$ cat src/rtl/trng_pkg.sv
// Shared types and widths for the TRNG word arbiter.
package trng_pkg;

    typedef enum logic [1:0] {
        S_WARMUP = 2'd0,
        S_EMPTY  = 2'd1,
        S_FULL   = 2'd2
    } trng_state_e;

    localparam int STARVE_W     = 16;
    localparam int WARMUP_CNT_W = 4;

endpackage

$ cat src/rtl/rr_arbiter_onehot.sv
// Combinational round-robin search: first request at or above ptr, wrapping.
// Returns a one-hot grant, the granted index and a found flag.
module rr_arbiter_onehot #(
    parameter  int NUM_REQ = 4,
    localparam int IDX_W   = $clog2(NUM_REQ)
) (
    input  logic [NUM_REQ-1:0] req,
    input  logic [IDX_W-1:0]   ptr,
    output logic [NUM_REQ-1:0] gnt,
    output logic [IDX_W-1:0]   idx,
    output logic               any
);

    localparam int PW = IDX_W + 1;

    logic [IDX_W:0] pos;

    // Walk upward from the pointer with wrap-around; the first set request wins.
    always_comb begin
        idx = '0;
        any = 1'b0;
        pos = '0;
        for (int k = 0; k < NUM_REQ; k++) begin
            pos = {1'b0, ptr} + PW'(k);
            if (pos >= PW'(NUM_REQ)) begin
                pos = pos - PW'(NUM_REQ);
            end
            if (!any && req[pos[IDX_W-1:0]]) begin
                any = 1'b1;
                idx = pos[IDX_W-1:0];
            end
        end
    end

    generate
        for (genvar gi = 0; gi < NUM_REQ; gi++) begin : g_onehot
            assign gnt[gi] = any && (idx == IDX_W'(gi));
        end
    endgenerate

endmodule

$ cat src/rtl/trng_arbiter.sv
// Shares one TRNG word source between NUM_REQ consumers in round-robin order.
// Drops WARMUP_WORDS start-up words, then holds one word at a time and hands
// it to exactly one requester. Optional macro TRNG_HEALTH_EN adds a
// repetition test and the sticky health_fail_o output.
module trng_arbiter
    import trng_pkg::*;
#(
    parameter int NUM_REQ       = 4,
    parameter int WORD_W        = 32,
    parameter int WARMUP_WORDS  = 4,
    parameter int STARVE_CYCLES = 1023
) (
    input  logic               wb_clk_i,
    input  logic               rst_ni,
    input  logic               trng_valid_i,
    input  logic [WORD_W-1:0]  trng_word_i,
    output logic               trng_ack_o,
    input  logic [NUM_REQ-1:0] req_i,
    output logic [NUM_REQ-1:0] gnt_o,
    output logic [WORD_W-1:0]  rnd_o,
    output logic               warm_o,
    output logic               starve_o,
    input  logic               starve_clr_i
`ifdef TRNG_HEALTH_EN
    ,
    output logic               health_fail_o
`endif
);

    localparam int IDX_W = $clog2(NUM_REQ);
    localparam trng_state_e RESET_STATE = (WARMUP_WORDS == 0) ? S_EMPTY : S_WARMUP;
    localparam logic [WARMUP_CNT_W-1:0] WARMUP_TARGET = WARMUP_CNT_W'(WARMUP_WORDS);
    localparam logic [STARVE_W-1:0]     STARVE_LIMIT  = STARVE_W'(STARVE_CYCLES);
    localparam logic [STARVE_W-1:0]     STARVE_MAX    = '1;

    trng_state_e             state_reg, state_next;
    logic [WORD_W-1:0]       hold_reg, hold_next;
    logic [IDX_W-1:0]        ptr_reg, ptr_next;
    logic [WARMUP_CNT_W-1:0] warm_cnt_reg, warm_cnt_next;
    logic [STARVE_W-1:0]     starve_cnt_reg, starve_cnt_next;
    logic                    ack_reg, ack_next;
    logic [NUM_REQ-1:0]      gnt_reg, gnt_next;
    logic [WORD_W-1:0]       rnd_reg, rnd_next;
    logic                    warm_reg, warm_next;
    logic                    starve_reg, starve_next;

    logic                    take;
    logic                    repeat_hit;
    logic                    grant_hold;
    logic [NUM_REQ-1:0]      arb_gnt;
    logic [IDX_W-1:0]        arb_idx;
    logic                    arb_any;

    // A source word may only be taken when the previous cycle did not ack,
    // which gives the source one cycle to drop valid.
    assign take = trng_valid_i && !ack_reg;

    rr_arbiter_onehot #(
        .NUM_REQ (NUM_REQ)
    ) u_rr (
        .req (req_i),
        .ptr (ptr_reg),
        .gnt (arb_gnt),
        .idx (arb_idx),
        .any (arb_any)
    );

`ifdef TRNG_HEALTH_EN
    logic [WORD_W-1:0] last_reg;
    logic              last_valid_reg;
    logic [1:0]        rep_cnt_reg;
    logic              health_fail_reg;

    assign repeat_hit    = last_valid_reg && (trng_word_i == last_reg);
    assign grant_hold    = health_fail_reg;
    assign health_fail_o = health_fail_reg;

    // Repetition test on every word taken, warm-up words included; three
    // consecutive repeats latch the failure until reset.
    always_ff @(posedge wb_clk_i or negedge rst_ni) begin
        if (!rst_ni) begin
            last_reg        <= '0;
            last_valid_reg  <= 1'b0;
            rep_cnt_reg     <= '0;
            health_fail_reg <= 1'b0;
        end else if (ack_next) begin
            last_reg       <= trng_word_i;
            last_valid_reg <= 1'b1;
            if (repeat_hit) begin
                if (rep_cnt_reg != 2'd3) begin
                    rep_cnt_reg <= rep_cnt_reg + 2'd1;
                end
                if (rep_cnt_reg == 2'd2) begin
                    health_fail_reg <= 1'b1;
                end
            end else begin
                rep_cnt_reg <= '0;
            end
        end
    end
`else
    assign repeat_hit = 1'b0;
    assign grant_hold = 1'b0;
`endif

    // State and output registers; every output is registered.
    always_ff @(posedge wb_clk_i or negedge rst_ni) begin
        if (!rst_ni) begin
            state_reg      <= RESET_STATE;
            hold_reg       <= '0;
            ptr_reg        <= '0;
            warm_cnt_reg   <= '0;
            starve_cnt_reg <= '0;
            ack_reg        <= 1'b0;
            gnt_reg        <= '0;
            rnd_reg        <= '0;
            warm_reg       <= 1'b0;
            starve_reg     <= 1'b0;
        end else begin
            state_reg      <= state_next;
            hold_reg       <= hold_next;
            ptr_reg        <= ptr_next;
            warm_cnt_reg   <= warm_cnt_next;
            starve_cnt_reg <= starve_cnt_next;
            ack_reg        <= ack_next;
            gnt_reg        <= gnt_next;
            rnd_reg        <= rnd_next;
            warm_reg       <= warm_next;
            starve_reg     <= starve_next;
        end
    end

    // Next-state: drop warm-up words, refill when empty, grant when full.
    always_comb begin
        state_next    = state_reg;
        hold_next     = hold_reg;
        ptr_next      = ptr_reg;
        warm_cnt_next = warm_cnt_reg;
        ack_next      = 1'b0;
        gnt_next      = '0;
        rnd_next      = '0;
        case (state_reg)
            S_WARMUP: begin
                if (take) begin
                    ack_next      = 1'b1;
                    warm_cnt_next = warm_cnt_reg + WARMUP_CNT_W'(1);
                    if (warm_cnt_next == WARMUP_TARGET) begin
                        state_next = S_EMPTY;
                    end
                end
            end
            S_EMPTY: begin
                if (take) begin
                    ack_next = 1'b1;
                    // A repeated word is consumed from the source but never held.
                    if (!repeat_hit) begin
                        hold_next  = trng_word_i;
                        state_next = S_FULL;
                    end
                end
            end
            S_FULL: begin
                if (arb_any && !grant_hold) begin
                    gnt_next   = arb_gnt;
                    rnd_next   = hold_reg;
                    hold_next  = '0;
                    ptr_next   = (arb_idx == IDX_W'(NUM_REQ - 1)) ? '0 : arb_idx + IDX_W'(1);
                    state_next = S_EMPTY;
                end
            end
            default: begin
                state_next = RESET_STATE;
            end
        endcase
        warm_next = warm_reg || (state_next != S_WARMUP);
    end

    // Starvation watch: count waiting cycles without a held word; clear wins over set.
    always_comb begin
        starve_cnt_next = starve_cnt_reg;
        if (starve_clr_i || (req_i == '0) || (gnt_next != '0)) begin
            starve_cnt_next = '0;
        end else if ((state_reg != S_FULL) && (starve_cnt_reg != STARVE_MAX)) begin
            starve_cnt_next = starve_cnt_reg + STARVE_W'(1);
        end
        starve_next = starve_clr_i ? 1'b0 : (starve_reg || (starve_cnt_next >= STARVE_LIMIT));
    end

    assign trng_ack_o = ack_reg;
    assign gnt_o      = gnt_reg;
    assign rnd_o      = rnd_reg;
    assign warm_o     = warm_reg;
    assign starve_o   = starve_reg;

endmodule

$ cat config.mk
export PLATFORM = sky130hd
export DESIGN_NAME = trng_arbiter
export DESIGN_NICKNAME = d
export VERILOG_FILES = /design/src/rtl/trng_pkg.sv /design/src/rtl/rr_arbiter_onehot.sv /design/src/rtl/trng_arbiter.sv
export SDC_FILE = /design/constraint.sdc
export NUM_CORES = 1
export LEC_CHECK = 0
export BUFFER_PORTS_ARGS = -buffer_cell sky130_fd_sc_hd__buf_4
export CAP_MARGIN = 20
export CORE_ASPECT_RATIO = 0.8
export CORE_UTILIZATION = 54
export CTS_CLUSTER_DIAMETER = 100
export DETAILED_ROUTE_END_ITERATION = 10
export PLACE_DENSITY = 0.79
export SKIP_CTS_REPAIR_TIMING = 1
export SLEW_MARGIN = 20
export SYNTH_ARGS = -nofsm -noshare
export SYNTH_HDL_FRONTEND = slang
export SYNTH_SLANG_ARGS = --single-unit
$ cat constraint.sdc
create_clock -name wb_clk_i -period 2.4 [get_ports wb_clk_i]
set_input_delay 0.48 -clock wb_clk_i [delete_from_list [all_inputs] [get_ports wb_clk_i]]
set_output_delay 0.48 -clock wb_clk_i [all_outputs]
set_load 0.02 [all_outputs]
==> results.cfg, run 1 <==
[floorplan]
die-width_um = 96.74
die-height_um = 77.79
rows = 27
die_area_sq_mm = 0.007525
ios = 79
initial_core_util = 0.5599
core-area_sq_mm = 0.006925

[final_layout]
stdcell_area_sq_mm = 0.004756
syn2layout_area_growth_pct = 22.65
drive_gt1_frac = 0.2995
multi_input_area_sq_mm = 0.001395
register_area_sq_mm = 0.002377
nFillCells = 505
antennaDiodeCount = 0
layout.nets = 435

[global_route]
grt_overflow_total = 0
grtUsageTotal = 0.2078
grt_max_degree = 70
grt_pass1_wl_um = 12340
grt_antenna_before_repair = 0
grt_pass1_vias = 2635

[synthesis]
synth_area_per_cell_sq_um = 12.55
synth-main-ff-cell = dfrtp_1
ys_top_cells_by_area = dfrtp_1 61%, a22o_1 7.2%, and2_1 6.0%
synth_top_cell_area_share = 0.6131
async_flop_share = 1.000
synth-seq-cells = 95
syn-num-nets = 355
synth_warnings = 0
synth_edf_count = 0
synth_cell_types = 44
synth_top_cell_by_area = dfrtp_1
synthesis.instances = 309
seq_area_frac_synth = 0.6131
syn_area_sq_mm = 0.003877

[critical_path]
max_stage_delay_ns = 0.45
path_depth = 8
ff2ff_path_depth = 8
cp_top_family = simple AND/OR/NAND/NOR gates
path_buf_inv = 0
required_ns = 2.68
crit_chain = ha_1, nand3_4, nor4_4, nor2_1, xnor2_1, a2111oi_2, nand4_1, a21oi_1
slowest_stage = dfrtp_1
crit_path_start_kind = flop
cp_max_fo = 8
crit_type = flop to flop
arrival_ns = 2.46
end_kind = flop

[cts]
cts_tree = yes
htreeDepth = 3
cts_buffer_depth = 2
cts_buffers = 9
worst_skew_pair.late_latency_ns = 0.35
cts_sinks = 95
cts.clk_slew.worst_paths_ns = 0.09
cts_root_buffer = clkbuf_8

[drt]
via_per_inst = 5.416
finalWirelength_um = 7421
drt_iter0_drc = 175
drtPass1Iterations = 4
num_vias = 2605
ant_nets = 0
routedWlPerCell_um = 15.43
drcViolationCount = 0

[sta]
setup_viol = 0
setup-tns-final_ns = 0
clock_skew_ns = 0.006724
max_slew_margin = 0.6685
worst_pin_slew_ns = 0.4934
holdWs_ns = 0.02096
rsz0062_at_grt = no
fmax_ghz = 0.4580
hold_viol = 0
period_needed_ns = 2.183
slew_violations = 0
fin_crit_sh = 0.9097

[power_and_ir_drop]
p_int_mw = 2.914
pwr-share-comb = 0.217
p_clk_frac = 0.258
net-switching-power_mw = 1.181
p_seq_frac = 0.526
vdd_drop_max_v = 0.0005386
power.leakage_nw = 2.391
power_density_mw_per_mm2 = 861.1
swShare = 0.2884

[status]
status = finished clean

[worst_hold_path]
hp-class = input port to asynchronous set/reset pin

[placed_design]
placed_area_sq_mm = 0.004551
io_buffers = 78
dp_hpwl_um = 5092
gp_congestion = 0.8768

[flow_run]
maxCapViolations = 0
metrics by stage:
| stage | util | cells | power [mW] | worst slack, ns |
|---|---|---|---|---|
| 6_report | 0.6867 | 481 | 4.095 | 0.2166 |
| 5_1_grt | 0.6867 | 481 | 4.330 | 0.06221 |
| 4_1_cts | 0.6867 | 481 | 4.143 | 0.08676 |
| 3_5_place_dp | 0.6571 | 465 | 3.073 | 0.1065 |
| 3_3_place_gp | 0.6571 | 465 | 3.018 | 0.2127 |
| 2_1_floorplan | - | 309 | 2.753 | 0.3256 |
logic make-up (layout without fill, tap and decap cells):
logic type                 after synthesis  after routing  share of synthesized area
AOI/OAI and AO/OA                       48             48                     0.1033
xor gates and xnor gates                19             19                    0.04292
adders and majority gates                6              6                    0.01936
buffers and inverters                   20            105                    0.02840
DFF                                     95             95                     0.6131
muxes                                    3              3                   0.008712
and+or+nand+nor                        118            118                     0.1843
layer usage:
metal	part of all wire	global-route usage
met3	0.064	0.06937
met2	0.46	0.3183
met4	0.015	0.07761
met1	0.46	0.2772
met5	0	0
synth_stat cells, types with 2 or more instances:
cell	number
xor2_1	5
a22o_1	32
dfrtp_1	95
inv_1	3
nor2_1	23
buf_6	2
nand4_4	2
o21ai_0	2
clkbuf_8	2
mux2_2	3
nor3_1	11
or3_1	2
clkbuf_1	13
nor4_1	4
and3_1	2
xnor2_1	14
ha_1	6
and2_1	37
nand3_1	9
a21oi_1	4
nand2_1	9
nand2b_1	6
nand4_1	2
worst paths after layout:
kind                                   startpoint               to  slack (ns)
worst max-delay path            starve_cnt_reg[0]         starve_o        0.22
worst min register to register    warm_cnt_reg[3]  warm_cnt_reg[3]        0.47
max in group asynchronous                  rst_ni      hold_reg[1]        1.71
min in group wb_clk_i                starve_clr_i         starve_o        0.30
worst min-delay path                       rst_ni        rnd_o[13]        0.02
worst max register to register  starve_cnt_reg[0]         starve_o        0.22
layout make-up:
cell class              instances  area share
multi-input cells             194      0.2933
clock inverters                 6     0.01421
well taps                      87     0.02289
clock buffers                  10     0.02894
repair buffers                 86      0.1384
inverters                       3    0.002368
flip-flops and latches         95      0.4999
placed cells by master, fill, tap and decap left out, drive strengths merged, types with 2 or more instances in the layout:
| cell type | instances |
|---|---|
| nand3 | 10 |
| and3 | 3 |
| dfrtp | 95 |
| clkbuf | 10 |
| xnor2 | 14 |
| o21ai | 3 |
| inv | 4 |
| nor3 | 11 |
| xor2 | 5 |
| a22o | 32 |
| and2 | 37 |
| ha | 6 |
| a21oi | 4 |
| nand4 | 5 |
| buf | 86 |
| mux2 | 3 |
| nand2b | 6 |
| nor4 | 6 |
| nor2 | 23 |
| clkinvlp | 2 |
| clkinv | 2 |
| or3 | 3 |
| nand2 | 9 |
power groups by stage:
stage	sequential, mW	clock [mW]	combinational, mW
CTS	2.15	1.09	0.903
global placement	2.16	0	0.859
floorplan	2.17	0	0.585
global route	2.20	1.14	0.987
detailed placement	2.18	0	0.893
finish	2.15	1.05	0.887
(Power assumes the default switching activity.)
==> run 2, diff against run 1 <==
RECOVER_POWER = 50   (was default)
==> run 2 against run 1 <==
Compared with the run above:
- sequential cell count unchanged
- setup slack worse by 0.013 ns
- final area down 1.3%
- routed wire length down 0.35%
- sequential power about the same
- clock power about the same
- die area unchanged
- global-route usage unchanged
- total power down 0.44%
- largest cell class unchanged
- largest power group unchanged
- highest routed layer unchanged
==> results.cfg, run 2 (synthesis gave the netlist of run 1 again) <==
[final_layout]
stdcell_area_sq_mm = 0.004693
nFillCells = 515
layout.nets = 435
drive_gt1_frac = 0.2563
syn2layout_area_growth_pct = 21.04
multi_input_area_sq_mm = 0.001393
register_area_sq_mm = 0.002377
mostFrequentLayoutCell = dfrtp_1
antennaDiodeCount = 0
mostFrequentLayoutCells = 95 x dfrtp_1, 69 x buf_4, 37 x and2_1

[critical_path]
cp-endpoint = starve_o
r2r-start = starve_cnt_reg[0]
ff2ff_path_depth = 8
r2r_end = starve_o
required_ns = 2.68
crit_type = flop to flop
end_kind = flop
arrival_ns = 2.47
crit_path_start_kind = flop
reg2reg_slack_ns = 0.20
cp_max_fo = 8
crit_start = starve_cnt_reg[0]

[floorplan]
core-area_sq_mm = 0.006925
die-width_um = 96.74
die-height_um = 77.79
rows = 27
ios = 79
initial_core_util = 0.5599
die_area_sq_mm = 0.007525

[placed_design]
gp_congestion = 0.8768
dp_hpwl_um = 5092
placed_area_sq_mm = 0.004551
io_buffers = 78

[drt]
num_vias = 2609
drcViolationCount = 0
finalWirelength_um = 7395
drt_iter0_drc = 205
routedWlPerCell_um = 15.37
drtPass1Iterations = 4
ant_nets = 0
via_per_inst = 5.424
highest_layer = met4
routed-wl-met2_um = 3438
drt-met1-wl_um = 3364
wl_met3_um = 482

[power_and_ir_drop]
vdd_drop_max_v = 0.0005380
power.leakage_nw = 2.323
power_density_mw_per_mm2 = 868.7

[sta]
hold_viol = 0
period_needed_ns = 2.197
rsz0062_at_grt = no
setup-tns-final_ns = 0
setup_viol = 0
fin_crit_sh = 0.9153
clock_skew_ns = 0.006307
max_slew_margin = 0.06055
worst_pin_slew_ns = 1.409
slew_violations = 0
fmax_ghz = 0.4552

[global_route]
grt_pass1_wl_um = 12340
grtUsageTotal = 0.2078
grt_antenna_before_repair = 0
grt_max_degree = 70
grt_pass1_vias = 2635
grt_overflow_total = 0

[cts]
cts_root_buffer = clkbuf_8
cts.clk_slew.worst_paths_ns = 0.09
cts_tree = yes
cts_buffers = 9
cts_sinks = 95
htreeDepth = 3
cts_buffer_depth = 2
worst_skew_pair.late_latency_ns = 0.35

[flow_run]
maxCapViolations = 0

[status]
status = finished clean

[worst_hold_path]
hp-class = input port to flop
==> run 2: cell count changes in the layout (fill, tap and decap cells not counted) <==
cell,previous run,this run
clkbuf_1,0,16
nor2b_1,0,1
buf_4,85,69
nor2b_2,1,0
==> run 2: per-layer routing <==
| layer | track usage | vias to the layer above |
|---|---|---|
| li1 | - | 1243 |
| met1 | 0.2772 | 1272 |
| met2 | 0.3183 | 84 |
| met3 | 0.06937 | 10 |
| met4 | 0.07761 | 0 |
| met5 | 0 | - |
==> run 2: layout make-up <==
class                           instances  area share
Clock buffer                           10     0.02933
Clock inverter                          6     0.01440
Inverter                                3    0.002399
Multi-Input combinational cell        194      0.2967
Sequential cell                        95      0.5065
Tap cell                               87     0.02319
Timing Repair Buffer                   86      0.1274
==> run 2: stage by stage <==
| step | hold WS [ns] | utilization | setup slack, ns | power [mW] | instances |
|---|---|---|---|---|---|
| floorplan | 0.1844 | - | 0.3256 | 2.753 | 309 |
| global placement | 0.4030 | 0.6571 | 0.2127 | 3.018 | 465 |
| detailed placement | 0.4126 | 0.6571 | 0.1065 | 3.073 | 465 |
| CTS | 0.02080 | 0.6867 | 0.08676 | 4.143 | 481 |
| global route | 0.2825 | 0.6777 | 0.04494 | 4.315 | 481 |
| finish | 0.2982 | 0.6777 | 0.2034 | 4.077 | 481 |
==> run 2: worst max-delay path: stages (launching register included) <==
cell and delay [ns]:
dfrtp_1 0.45, ha_1 0.25, nand3_4 0.13, nor4_4 0.38, nor2_1 0.13, xnor2_1 0.19
a2111oi_2 0.31, nand4_1 0.13, a21oi_1 0.15
==> run 2: power by group <==
group | total [mW] | internal, mW | switching [mW]
sequential | 2.15 | 1.94 | 0.209
combinational | 0.873 | 0.445 | 0.427
clock | 1.05 | 0.513 | 0.540
total | 4.08 | 2.90 | 1.18
==> run 2: worst min-delay path by stage <==
stage                       from           to  cells after the start
detailed placement        rst_ni  hold_reg[9]                      1
CTS                       rst_ni    rnd_o[12]                      1
finish              starve_clr_i     starve_o                      2
global placement          rst_ni    rnd_o[13]                      1
global route        starve_clr_i     starve_o                      2
floorplan                 rst_ni     gnt_o[0]                      0
==> run 3, diff against run 2 <==
CORE_ASPECT_RATIO = 1.25   (was 0.8)
CORE_UTILIZATION = 56   (was 54)
CTS_BUF_LIST = sky130_fd_sc_hd__clkbuf_4   (was default)
PLACE_DENSITY = 0.81   (was 0.79)
clock period = 2.1 ns   (was 2.4 ns; I/O delays follow)
==> run 3 against run 2 <==
Compared with the run above:
- maximum frequency up 9.2%
- via count up 4.2%
- utilization up 5.7 points
- cell count up 2.3%
- first-iteration DRC count down 3.4%
- clock skew up 0.010 ns
- die area down 3.5%
- sequential cell count unchanged
- routed wire length up 5.0%
- final area up 3.4%
- hold slack worse by 0.17 ns
- non-clock buffer count up 12
- largest cell class unchanged
==> results.cfg, run 3 (synthesis gave the netlist of run 1 again) <==
[sta]
slew_violations = 0
holdWs_ns = 0.1322
setup_viol = 0
rsz0062_at_grt = yes
fmax_ghz = 0.4969
worst_pin_slew_ns = 0.8526
period_needed_ns = 2.012
fin_crit_sh = 0.9583
hold_viol = 0
max_slew_margin = 0.4316
clock_skew_ns = 0.01663

[floorplan]
initial_core_util = 0.5869
die-width_um = 76.43
die-height_um = 95.04
ios = 79
rows = 33
die_area_sq_mm = 0.007263
core-area_sq_mm = 0.006606

[final_layout]
antennaDiodeCount = 0
mostFrequentLayoutCell = buf_4
nFillCells = 481
layout.nets = 447
mostFrequentLayoutCells = 94 x buf_4, 90 x dfrtp_1, 37 x and2_1
multi_input_area_sq_mm = 0.001436
register_area_sq_mm = 0.002384
drive_gt1_frac = 0.3457
fin_util = 0.7347
syn2layout_area_growth_pct = 25.17

[cts]
cts_buffers = 9
htreeDepth = 3
cts_root_buffer = clkbuf_4
cts_sinks = 95
cts.clk_slew.worst_paths_ns = 0.13
cts_buffer_depth = 2
cts_tree = yes
worst_skew_pair.late_latency_ns = 0.45

[worst_hold_path]
hp-class = input port to flop

[critical_path]
cp_max_fo = 5
arrival_ns = 2.39
crit_type = flop to flop
end_kind = flop
crit_path_start_kind = flop
required_ns = 2.47

[global_route]
grt_pass1_wl_um = 12710
grt_antenna_before_repair = 0
grt_max_degree = 62
grt_pass1_vias = 2768
grt_overflow_total = 0
grtUsageTotal = 0.2290

[placed_design]
io_buffers = 78
gp_congestion = 0.9106
dp_hpwl_um = 5318

[power_and_ir_drop]
power_density_mw_per_mm2 = 948.9
vdd_drop_max_v = 0.0006721
power.leakage_nw = 2.430

[drt]
finalWirelength_um = 7766
via_per_inst = 5.524
drtPass1Iterations = 4
drt_iter0_drc = 198
routedWlPerCell_um = 15.78
drcViolationCount = 0
num_vias = 2718
ant_nets = 0

[flow_run]
maxCapViolations = 0

[status]
status = finished clean
-- run 3: changes by cell type in the layout (fill, tap and decap cells not counted), sizes merged --
cell,before,now
bufinv,1,2
clkinvlp,2,1
dlygate4sd3,0,1
clkbuf,26,10
buf,70,96
-- run 3: metal layers --
metal | up-vias | share of wire | GRT usage
li1 | 1264 | - | -
met5 | - | 0 | 0
met3 | 17 | 0.072 | 0.06890
met2 | 91 | 0.51 | 0.3836
met1 | 1346 | 0.39 | 0.2688
met4 | 0 | 0.025 | 0.1202
-- run 3: final timing paths --
check	from	slack [ns]	end	cells past startpoint
max	starve_cnt_reg[0]	0.09	starve_o	8
min	starve_clr_i	0.13	starve_o	2
max reg2reg	starve_cnt_reg[0]	0.09	starve_o	8
min reg2reg	warm_cnt_reg[3]	0.48	warm_cnt_reg[3]	1
max in group asynchronous	rst_ni	0.47	starve_cnt_reg[12]	3
min in group asynchronous	rst_ni	0.60	gnt_o[2]	2
-- run 3: stage by stage --
stage	setup WS [ns]	setup TNS (ns)	instances	total power [mW]	instance area [sq um]
2_1_floorplan	0.02559	0	309	3.146	3877
3_3_place_gp	0.05900	0	469	3.488	4593
3_5_place_dp	-0.08046	-0.08046	469	3.553	4593
4_1_cts	-0.1335	-0.1335	484	4.641	4755
5_1_grt	-0.03994	-0.03994	492	4.870	4853
6_report	0.08759	0	492	4.605	4853
-- run 3: final cells by class --
class | count | area share
Inverter | 3 | 0.002320
Clock buffer | 9 | 0.01392
Sequential cell | 95 | 0.4911
Clock inverter | 6 | 0.01933
Multi-Input combinational cell | 194 | 0.2960
Tap cell | 87 | 0.02243
Timing Repair Buffer | 98 | 0.1549
-- run 3: critical path, cell delays in order, from the launching register on --
cell,delay (ns)
dfrtp_1,0.39
ha_2,0.21
nand3_4,0.11
or2_4,0.30
nor3_1,0.17
o21ai_1,0.13
a2111oi_2,0.36
nand4_1,0.13
a21oi_1,0.14
-- run 3: power by group --
| part | internal [mW] | switching [mW] | total [mW] |
|---|---|---|---|
| sequential | 2.22 | 0.230 | 2.45 |
| combinational | 0.559 | 0.509 | 1.07 |
| clock | 0.484 | 0.605 | 1.09 |
